## src/rtl/fetch_unit.sv

```systemverilog
// Instruction-fetch stage: owns the fetch PC, runs a single-outstanding req/ack
// read channel into a 2-entry {pc, instr} queue, and drives the IF/ID register.
module fetch_unit #(
  parameter int              AW       = 32,
  parameter int              DW       = 32,
  parameter logic [AW-1:0]   RESET_PC = '0
) (
  input  logic          CLK,
  input  logic          RST,
  input  logic          INRS,
  input  logic          Stall_PC,
  input  logic          Stall_IF_ID,
  input  logic          Redirect,
  input  logic [AW-1:0] Redirect_PC,
  output logic          IMEM_REQ,
  output logic [AW-1:0] IMEM_ADDR,
  input  logic          IMEM_ACK,
  input  logic [DW-1:0] IMEM_RDATA,
  output logic [DW-1:0] IF_ID_INSTR,
  output logic [AW-1:0] IF_ID_PC,
  output logic          IF_ID_VALID,
  output logic [1:0]    dbg_state
);

  // Handshake: IMEM_REQ/IMEM_ADDR are registered and held until a cycle with
  // IMEM_ACK=1 while IMEM_REQ=1; that edge completes the read with IMEM_RDATA.
  typedef enum logic [1:0] {
    S_IDLE    = 2'd0,
    S_WAIT    = 2'd1,
    S_DISCARD = 2'd2
  } state_t;

  state_t        state, state_nxt;
  logic [AW-1:0] fetch_pc, fetch_pc_nxt;
  logic          req_nxt;
  logic [AW-1:0] addr_nxt;
  logic [1:0]    count, count_nxt;
  logic [AW-1:0] q_pc      [2];
  logic [DW-1:0] q_instr   [2];
  logic [AW-1:0] q_pc_nxt  [2];
  logic [DW-1:0] q_instr_nxt [2];

  logic          push, pop, issue_ok, wr_slot;
  logic [AW-1:0] redirect_pc_al, addr_inc;

  assign issue_ok       = !INRS && !Stall_PC && !Redirect;
  assign push           = (state == S_WAIT) && IMEM_ACK && !Redirect;
  assign pop            = !Redirect && !Stall_IF_ID && (count != 2'd0);
  assign redirect_pc_al = Redirect_PC & ~AW'(3);
  assign addr_inc       = IMEM_ADDR + AW'(4);
  // Writes land behind the surviving entry; a full queue never sees a push.
  assign wr_slot        = (count == 2'd1) && !pop;
  assign dbg_state      = state;

  always_comb begin
    q_pc_nxt    = q_pc;
    q_instr_nxt = q_instr;
    count_nxt   = count;
    if (Redirect) begin
      count_nxt = 2'd0;
    end else begin
      if (pop) begin
        q_pc_nxt[0]    = q_pc[1];
        q_instr_nxt[0] = q_instr[1];
      end
      if (push) begin
        if (wr_slot) begin
          q_pc_nxt[1]    = IMEM_ADDR;
          q_instr_nxt[1] = IMEM_RDATA;
        end else begin
          q_pc_nxt[0]    = IMEM_ADDR;
          q_instr_nxt[0] = IMEM_RDATA;
        end
      end
      count_nxt = count + {1'b0, push} - {1'b0, pop};
    end
  end

  always_ff @(posedge CLK or posedge RST) begin
    if (RST) begin
      state <= S_IDLE;
    end else begin
      state <= state_nxt;
    end
  end

  always_comb begin
    state_nxt = state;
    case (state)
      S_IDLE: begin
        if (issue_ok && (count < 2'd2)) state_nxt = S_WAIT;
      end
      S_WAIT: begin
        if (IMEM_ACK) begin
          // Back-to-back issue is judged on the occupancy after this edge.
          if (issue_ok && (count_nxt < 2'd2)) state_nxt = S_WAIT;
          else                                 state_nxt = S_IDLE;
        end else if (Redirect) begin
          state_nxt = S_DISCARD;
        end
      end
      S_DISCARD: begin
        if (IMEM_ACK) state_nxt = S_IDLE;
      end
      default: state_nxt = S_IDLE;
    endcase
  end

  always_comb begin
    req_nxt      = (state_nxt != S_IDLE);
    addr_nxt     = IMEM_ADDR;
    fetch_pc_nxt = fetch_pc;
    if (state == S_IDLE && state_nxt == S_WAIT) begin
      addr_nxt = fetch_pc;
    end else if (state == S_WAIT && IMEM_ACK && state_nxt == S_WAIT) begin
      addr_nxt = addr_inc;
    end
    if (Redirect)  fetch_pc_nxt = redirect_pc_al;
    else if (push) fetch_pc_nxt = addr_inc;
  end

  always_ff @(posedge CLK or posedge RST) begin
    if (RST) begin
      IMEM_REQ   <= 1'b0;
      IMEM_ADDR  <= RESET_PC;
      fetch_pc   <= RESET_PC;
      count      <= 2'd0;
      q_pc[0]    <= '0;
      q_pc[1]    <= '0;
      q_instr[0] <= '0;
      q_instr[1] <= '0;
    end else begin
      IMEM_REQ   <= req_nxt;
      IMEM_ADDR  <= addr_nxt;
      fetch_pc   <= fetch_pc_nxt;
      count      <= count_nxt;
      q_pc       <= q_pc_nxt;
      q_instr    <= q_instr_nxt;
    end
  end

  // A push into an empty queue reaches IF/ID one edge later, never bypassed.
  always_ff @(posedge CLK or posedge RST) begin
    if (RST) begin
      IF_ID_INSTR <= '0;
      IF_ID_PC    <= '0;
      IF_ID_VALID <= 1'b0;
    end else if (Redirect) begin
      IF_ID_VALID <= 1'b0;
    end else if (!Stall_IF_ID) begin
      if (count != 2'd0) begin
        IF_ID_INSTR <= q_instr[0];
        IF_ID_PC    <= q_pc[0];
        IF_ID_VALID <= 1'b1;
      end else begin
        IF_ID_VALID <= 1'b0;
      end
    end
  end

endmodule

```

## config.mk

```make
export PLATFORM = sky130hd
export DESIGN_NAME = fetch_unit
export DESIGN_NICKNAME = d
export VERILOG_FILES = /design/src/rtl/fetch_unit.sv
export SDC_FILE = /design/constraint.sdc
export NUM_CORES = 1
export LEC_CHECK = 0
export CORE_ASPECT_RATIO = 0.9
export CORE_MARGIN = 8
export CORE_UTILIZATION = 35
export CTS_BUF_LIST = sky130_fd_sc_hd__clkbuf_8
export DETAILED_ROUTE_END_ITERATION = 12
export PLACE_DENSITY = 0.52
export RECOVER_POWER = 100
export SLEW_MARGIN = 10
export SYNTH_ARGS = -nofsm -noshare
export SYNTH_HDL_FRONTEND = slang
export SYNTH_SLANG_ARGS = --single-unit
```

## constraint.sdc

```tcl
create_clock -name CLK -period 15 [get_ports CLK]
set_clock_uncertainty 0.05 [all_clocks]
set_input_delay 4.5 -clock CLK [delete_from_list [all_inputs] [get_ports CLK]]
set_output_delay 4.5 -clock CLK [all_outputs]
set_load 0.005 [all_outputs]
```

==> qor.yml <==
outcome:
  status: "complete, but fails checks"
  violations: "max-capacitance violations, max-slew violations"
routing:
  ant_nets: 0
  vias_per_cell: 5.113
  routed_wl_um: 32360
  drcViolationCount: 0
  route.vias.total: 8646
  drt-wirelength-per-cell_um: 19.14
  drt_iter0_drc: 375
  dr.pass1.iters: 5
floorplan:
  row_count: 64
  die_height_um: 191.3
  fp.coreArea_um2: 33790
  start_util_pct: 35.38
  pin_count: 171
  dieArea_um2: 40340
  die_w_um: 210.8
clock_tree:
  htreeDepth: 2
  cts_tree: "yes"
  clockBufferDepth: 3
  clk_pin_slew_ns: 0.06
  cts_resized: 0
  worstSkewPairLatency_ns: 0.58
  root_buffer: "clkbuf_8"
  clock_sinks: 262
  cts_hold_buf: 0
  post_cts_buffers: 0
  cts-buffers-inserted: 48
global_route:
  grt_use_total_pct: 16.04
  met2_usage_pct: 24.53
  grt_max_degree: 126
  gr-usage-met1_pct: 21.92
  met3_usage_pct: 4.475
  grt_pass1_vias: 8857
  antenna_found_initial: 0
  grt-ovfl-total: 0
  top_usage_layer: "met2"
  grt_pass1_wl_um: 51490
timing:
  hold_violations: 0
  worstMarginPinSlew_ns: 5.661
  finalCriticalPeriod_ns: 10.88
  fin_crit_sh_pct: 72.55
  rsz0062_at_grt: "false"
  fmax_mhz: 91.90
  holdWs_ns: 0.4168
  tns_ns: 0
  report.final.slew_viol_count: 343
  setup_viol: 0
  max-slew-margin-rel_pct: -279.5
job:
  maxCapViolations: 6
yosys:
  synth_area_um2: 11960
  yosys_warnings: 0
  syn-num-nets: 1124
  synth_top_area_cell: "dfrtp_1"
  async_reset_ff_share_pct: 100.0
  yosys_most_used_dff: "dfrtp_1"
  yosysSeqAreaShare_pct: 54.84
  syn_avg_cell_area_um2: 11.38
  synth_seq_cells: 262
  syn_inst: 1051
  synth_top_area_share_pct: 54.84
  synth_cell_type_count: 53
  synth_edf_count: 0
  synth_area_leaders: "dfrtp_1, mux2_2, mux2i_1"
placed_design:
  place_hpwl_um: 20390
  globalplace.congestion: 0.7673
  io_buffers: 168
  placed_cells: 1607
  post_dp_cell_area_um2: 13980
final_layout:
  layout.nets: 1268
  syn_to_final_growth_pct: 24.48
  mostFrequentLayoutCells: "dfrtp_1, mux2_2, nand2_1, o21ai_0, dlygate4sd3_1"
  n_antenna_cell: 0
  drive_gt1_share_pct: 17.41
  final_cell_area_um2: 14880
  finalNonFillerCells: 1691
  layout_commonest_cell: "dfrtp_1"
worst_setup_path:
  cp_common_cell: "clkbuf_1"
  slowest_delay_ns: 2.25
  crit_slowest_cell: "clkbuf_1"
  required_ns: 15.37
  crit_path_max_fanout: 72
  path_class: "in -> reg"
  arrival_ns: 11.26
  end_kind: "flip-flop"
  path_cells: "buf_2 -> clkbuf_1 -> nand2b_1 -> nor2_1 -> clkbuf_1 -> mux2_2"
  crit_path_start_kind: "input port"
min_path:
  hold_class: "reg -> reg"
power:
  vdd_drop_max_uv: 67.54
  p_leak_nw: 6.508
  powerDensity_nw_per_um2: 138.0
kinds of logic (layout without fill, tap and decap cells):
logic type	Yosys count	in the layout	share of synthesized area (%)
XOR/XNOR	31	31	2.271
AND/OR/NAND/NOR	237	237	9.869
multiplexers	205	205	18.51
AO/OA/AOI/OAI	217	217	11.05
adder cells (fa/ha/maj)	2	2	0.2093
flip-flops	262	262	54.84
buffers and inverters	97	275	3.244
cells in the mapped netlist, types with 11 or more instances:
| cell type | instances |
|---|---|
| buf_2 | 19 |
| nand3_1 | 13 |
| a21oi_1 | 33 |
| nand2_1 | 107 |
| inv_1 | 11 |
| nor2_1 | 32 |
| clkbuf_1 | 63 |
| o21ai_0 | 106 |
| mux2i_1 | 76 |
| mux2_2 | 129 |
| nor3b_1 | 17 |
| dfrtp_1 | 262 |
| nand4_1 | 13 |
| xor2_1 | 13 |
| xnor2_1 | 18 |
| nor3_1 | 12 |
metal layers:
layer	up-vias	wire [um]	part of all wire, %
li1	4057	-	-
met5	-	0	0
met3	52	1942	6.0
met1	4331	15380	48
met4	0	683	2.1
met2	206	14350	44
stage by stage:
| stage | total power, mW | worst slack [ns] | utilization [%] |
|---|---|---|---|
| 2_1_floorplan | 1.183 | 3.238 | - |
| 3_3_place_gp | 1.429 | 6.296 | 41.38 |
| 3_5_place_dp | 1.439 | 6.225 | 41.38 |
| 4_1_cts | 2.122 | 6.816 | 44.14 |
| 5_1_grt | 2.187 | 3.509 | 44.04 |
| 6_report | 2.054 | 4.118 | 44.04 |
critical path, delay by kind of cell:
family	cells	cell delay, ns
buf+inv	3	3.50
simple gates	2	2.68
mux	1	0.49
sequential cells by signal, summed over array words and instances, names as in the netlist:
signal and cells:
IF_ID_VALID 1, IMEM_REQ 1, IF_ID_PC 32, dbg_state 2
fetch_pc 32, IMEM_ADDR 32, q_pc 64, q_instr 64
IF_ID_INSTR 32, count 2
power by group:
group | internal (mW) | switching [mW] | total (mW) | leakage (nW)
Clock | 0.364 | 0.300 | 0.664 | 0.559
Combinational | 0.233 | 0.175 | 0.409 | 2.53
Sequential | 0.852 | 0.129 | 0.981 | 3.42
final timing paths:
check                        startpoint             end  slack (ns)  cells after the start
hold / removal              fetch_pc[1]    IMEM_ADDR[1]        0.42                      2
setup / recovery               Redirect        q_pc[22]        4.12                      6
min in group asynchronous           RST  IF_ID_INSTR[7]        6.09                      2
setup reg to reg           dbg_state[0]        q_pc[22]        8.32                      6
max in group asynchronous           RST    IF_ID_PC[31]        6.09                      3
hold reg to reg             fetch_pc[1]    IMEM_ADDR[1]        0.42                      2
final cells by class:
type,count,area (um^2)
repair buffers,180,1752
clock buffers,58,798.3
fillers,3279,18910
clock inverters,26,132.6
multi-input cells,692,5022
flip-flops and latches,262,6556
inverters,11,42.54
well taps,462,578.1
Note: power is estimated with default switching activity, not from simulation.
==> edit: new RTL, same settings <==
Change the parameter `DW` from 32 to 64.
--- a/src/rtl/fetch_unit.sv
+++ b/src/rtl/fetch_unit.sv
@@ -3,5 +3,5 @@
 module fetch_unit #(
   parameter int              AW       = 32,
-  parameter int              DW       = 32,
+  parameter int              DW       = 64,
   parameter logic [AW-1:0]   RESET_PC = '0
 ) (
Ports: changed (resized IF_ID_INSTR and IMEM_RDATA); port bits go from 171 to 235. No check against the original RTL was run, so the function may have changed too.
==> edit against the original RTL <==
- the run still ends with max-capacitance violations, max-slew violations left
- cell area is 31% higher
- wire length is 29% higher
- sequential power is 46% higher
- sequential cell count is 96 higher
- first-iteration DRC count is 49% higher
- cell count is 29% higher
- area after synthesis is 30% higher
- global-route usage is 0.095 points higher
- setup slack better by 0.21 ns
- power is 44% higher
==> edit: results (changes against the original RTL) <==
status=complete, but fails checks (unchanged); failing checks=max-capacitance violations, max-slew violations (unchanged); VDD IR-drop max=0.00006699 V (was 0.00006754 V); global-route usage over all layers=16.13% (was 16.04%); DP Worst Slack=6.856 ns (was 6.225 ns); share of post-route cells with drive strength above 1=18.55% (was 17.41%); fill count=4221 (was 3279); first-pass GRT wire length=66360 µm (was 51490 µm); Commonest cells post-synth=358 x dfrtp_1, 193 x mux2_2, 135 x nor2_1 (was 262 x dfrtp_1, 129 x mux2_2, 107 x nand2_1); vias per cell=5.007 (was 5.113); P_leak=0.008739 µW (was 0.006508 µW); Synth Area in Adders=0.1610% (was 0.2093%); top flop regs=q_instr (128), IF_ID_INSTR (64), q_pc (64) (was q_instr (64), q_pc (64)); placed cells=2075 (was 1607); xor/xnor cell area share of the yosys netlist=1.747% (was 2.271%); post-DP HPWL=26500 µm (was 20390 µm); unique cell type count in the Yosys netlist=56 (was 53); largest net degree at the start of global routing=144 (was 126); top post-synthesis cells by area=dfrtp_1 58%, mux2_2 14%, mux2i_1 6.4% (was dfrtp_1 55%, mux2_2 12%, mux2i_1 6.4%); WP data arrival=11.10 ns (was 11.26 ns); routed len/inst=19.03 µm (was 19.14 µm); fin nets=1643 (was 1268); PortBufs=232 (was 168); Max Slew Vio Count=403 (was 343); Slew headroom=-219.4% (was -279.5%); FF-to-FF setup slack=8.97 ns (was 8.32 ns); Final Critical Period=10.68 ns (was 10.88 ns); CP Max Fanout=62 (was 72); max_cap viols=7 (was 6); clk_lat worst skew=0.65 ns (was 0.58 ns); Synth Area in Compound Gates=8.347% (was 11.05%); syn_nets=1426 (was 1124); Final Wtd Congestion=0.7637 (was 0.7673); vias in the first global route=11120 (was 8857); fin area=19540 µm² (was 14880 µm²); Min Hold Slack=0.4224 ns (was 0.4168 ns); mean post-synth cell area=11.77 µm² (was 11.38 µm²); initial DRC count=557 (was 375); final cell count without fillers=2185 (was 1691); dpl cell area=18420 µm² (was 13980 µm²)
-- edit: cell types whose count changed after synthesis, sizes merged, moves of 9 or more --
| cell | before | now |
|---|---|---|
| nand3 | 13 | 22 |
| nor2 | 32 | 135 |
| dfrtp | 262 | 358 |
| mux2i | 76 | 100 |
| nand2 | 107 | 77 |
| buf | 23 | 33 |
| mux2 | 129 | 193 |
| o21ai | 107 | 45 |
| nor3b | 17 | 0 |
| a21oi | 34 | 131 |
-- edit: cell type report --
type	instances	share of cell area (%)
clock buffer	75	5.283
tap	600	3.842
clock inverter	35	0.7557
inverter	9	0.1793
sequential	358	45.85
timing repair buffer	251	12.46
multi-input combinational	857	31.62
-- edit: worst max-delay path: stages --
cell      delay [ns]
buf_2           0.09
clkbuf_1        1.06
nor2_4          0.40
clkbuf_1        1.72
clkbuf_1        2.73
mux2i_1         0.38
a21oi_1         0.12
-- edit: where the power goes --
part	leakage, µW	total, µW	switching [µW]	internal [µW]
Sequential	0.00458	1430	189	1240
Clock	0.000721	849	401	448
Combinational	0.00344	688	272	416
-- edit: routing by layer --
metal  global-route usage, %  vias to the layer above  share of wire, %
met2                   25.66                      246                47
li1                        -                     5112                 -
met1                   21.71                     5520                46
met4                   5.012                        0               2.3
met3                   3.656                       62               5.2
met5                       0                        -                 0
-- edit: worst paths after layout --
check / startpoint / endpoint / depth (start not counted)
max: Redirect / q_instr[109] / 7
min: fetch_pc[0] / IMEM_ADDR[0] / 2
max reg2reg: count[1] / q_instr[109] / 6
min reg2reg: fetch_pc[0] / IMEM_ADDR[0] / 2
max in group asynchronous: RST / IF_ID_PC[5] / 4
min in group asynchronous: RST / IF_ID_INSTR[56] / 2
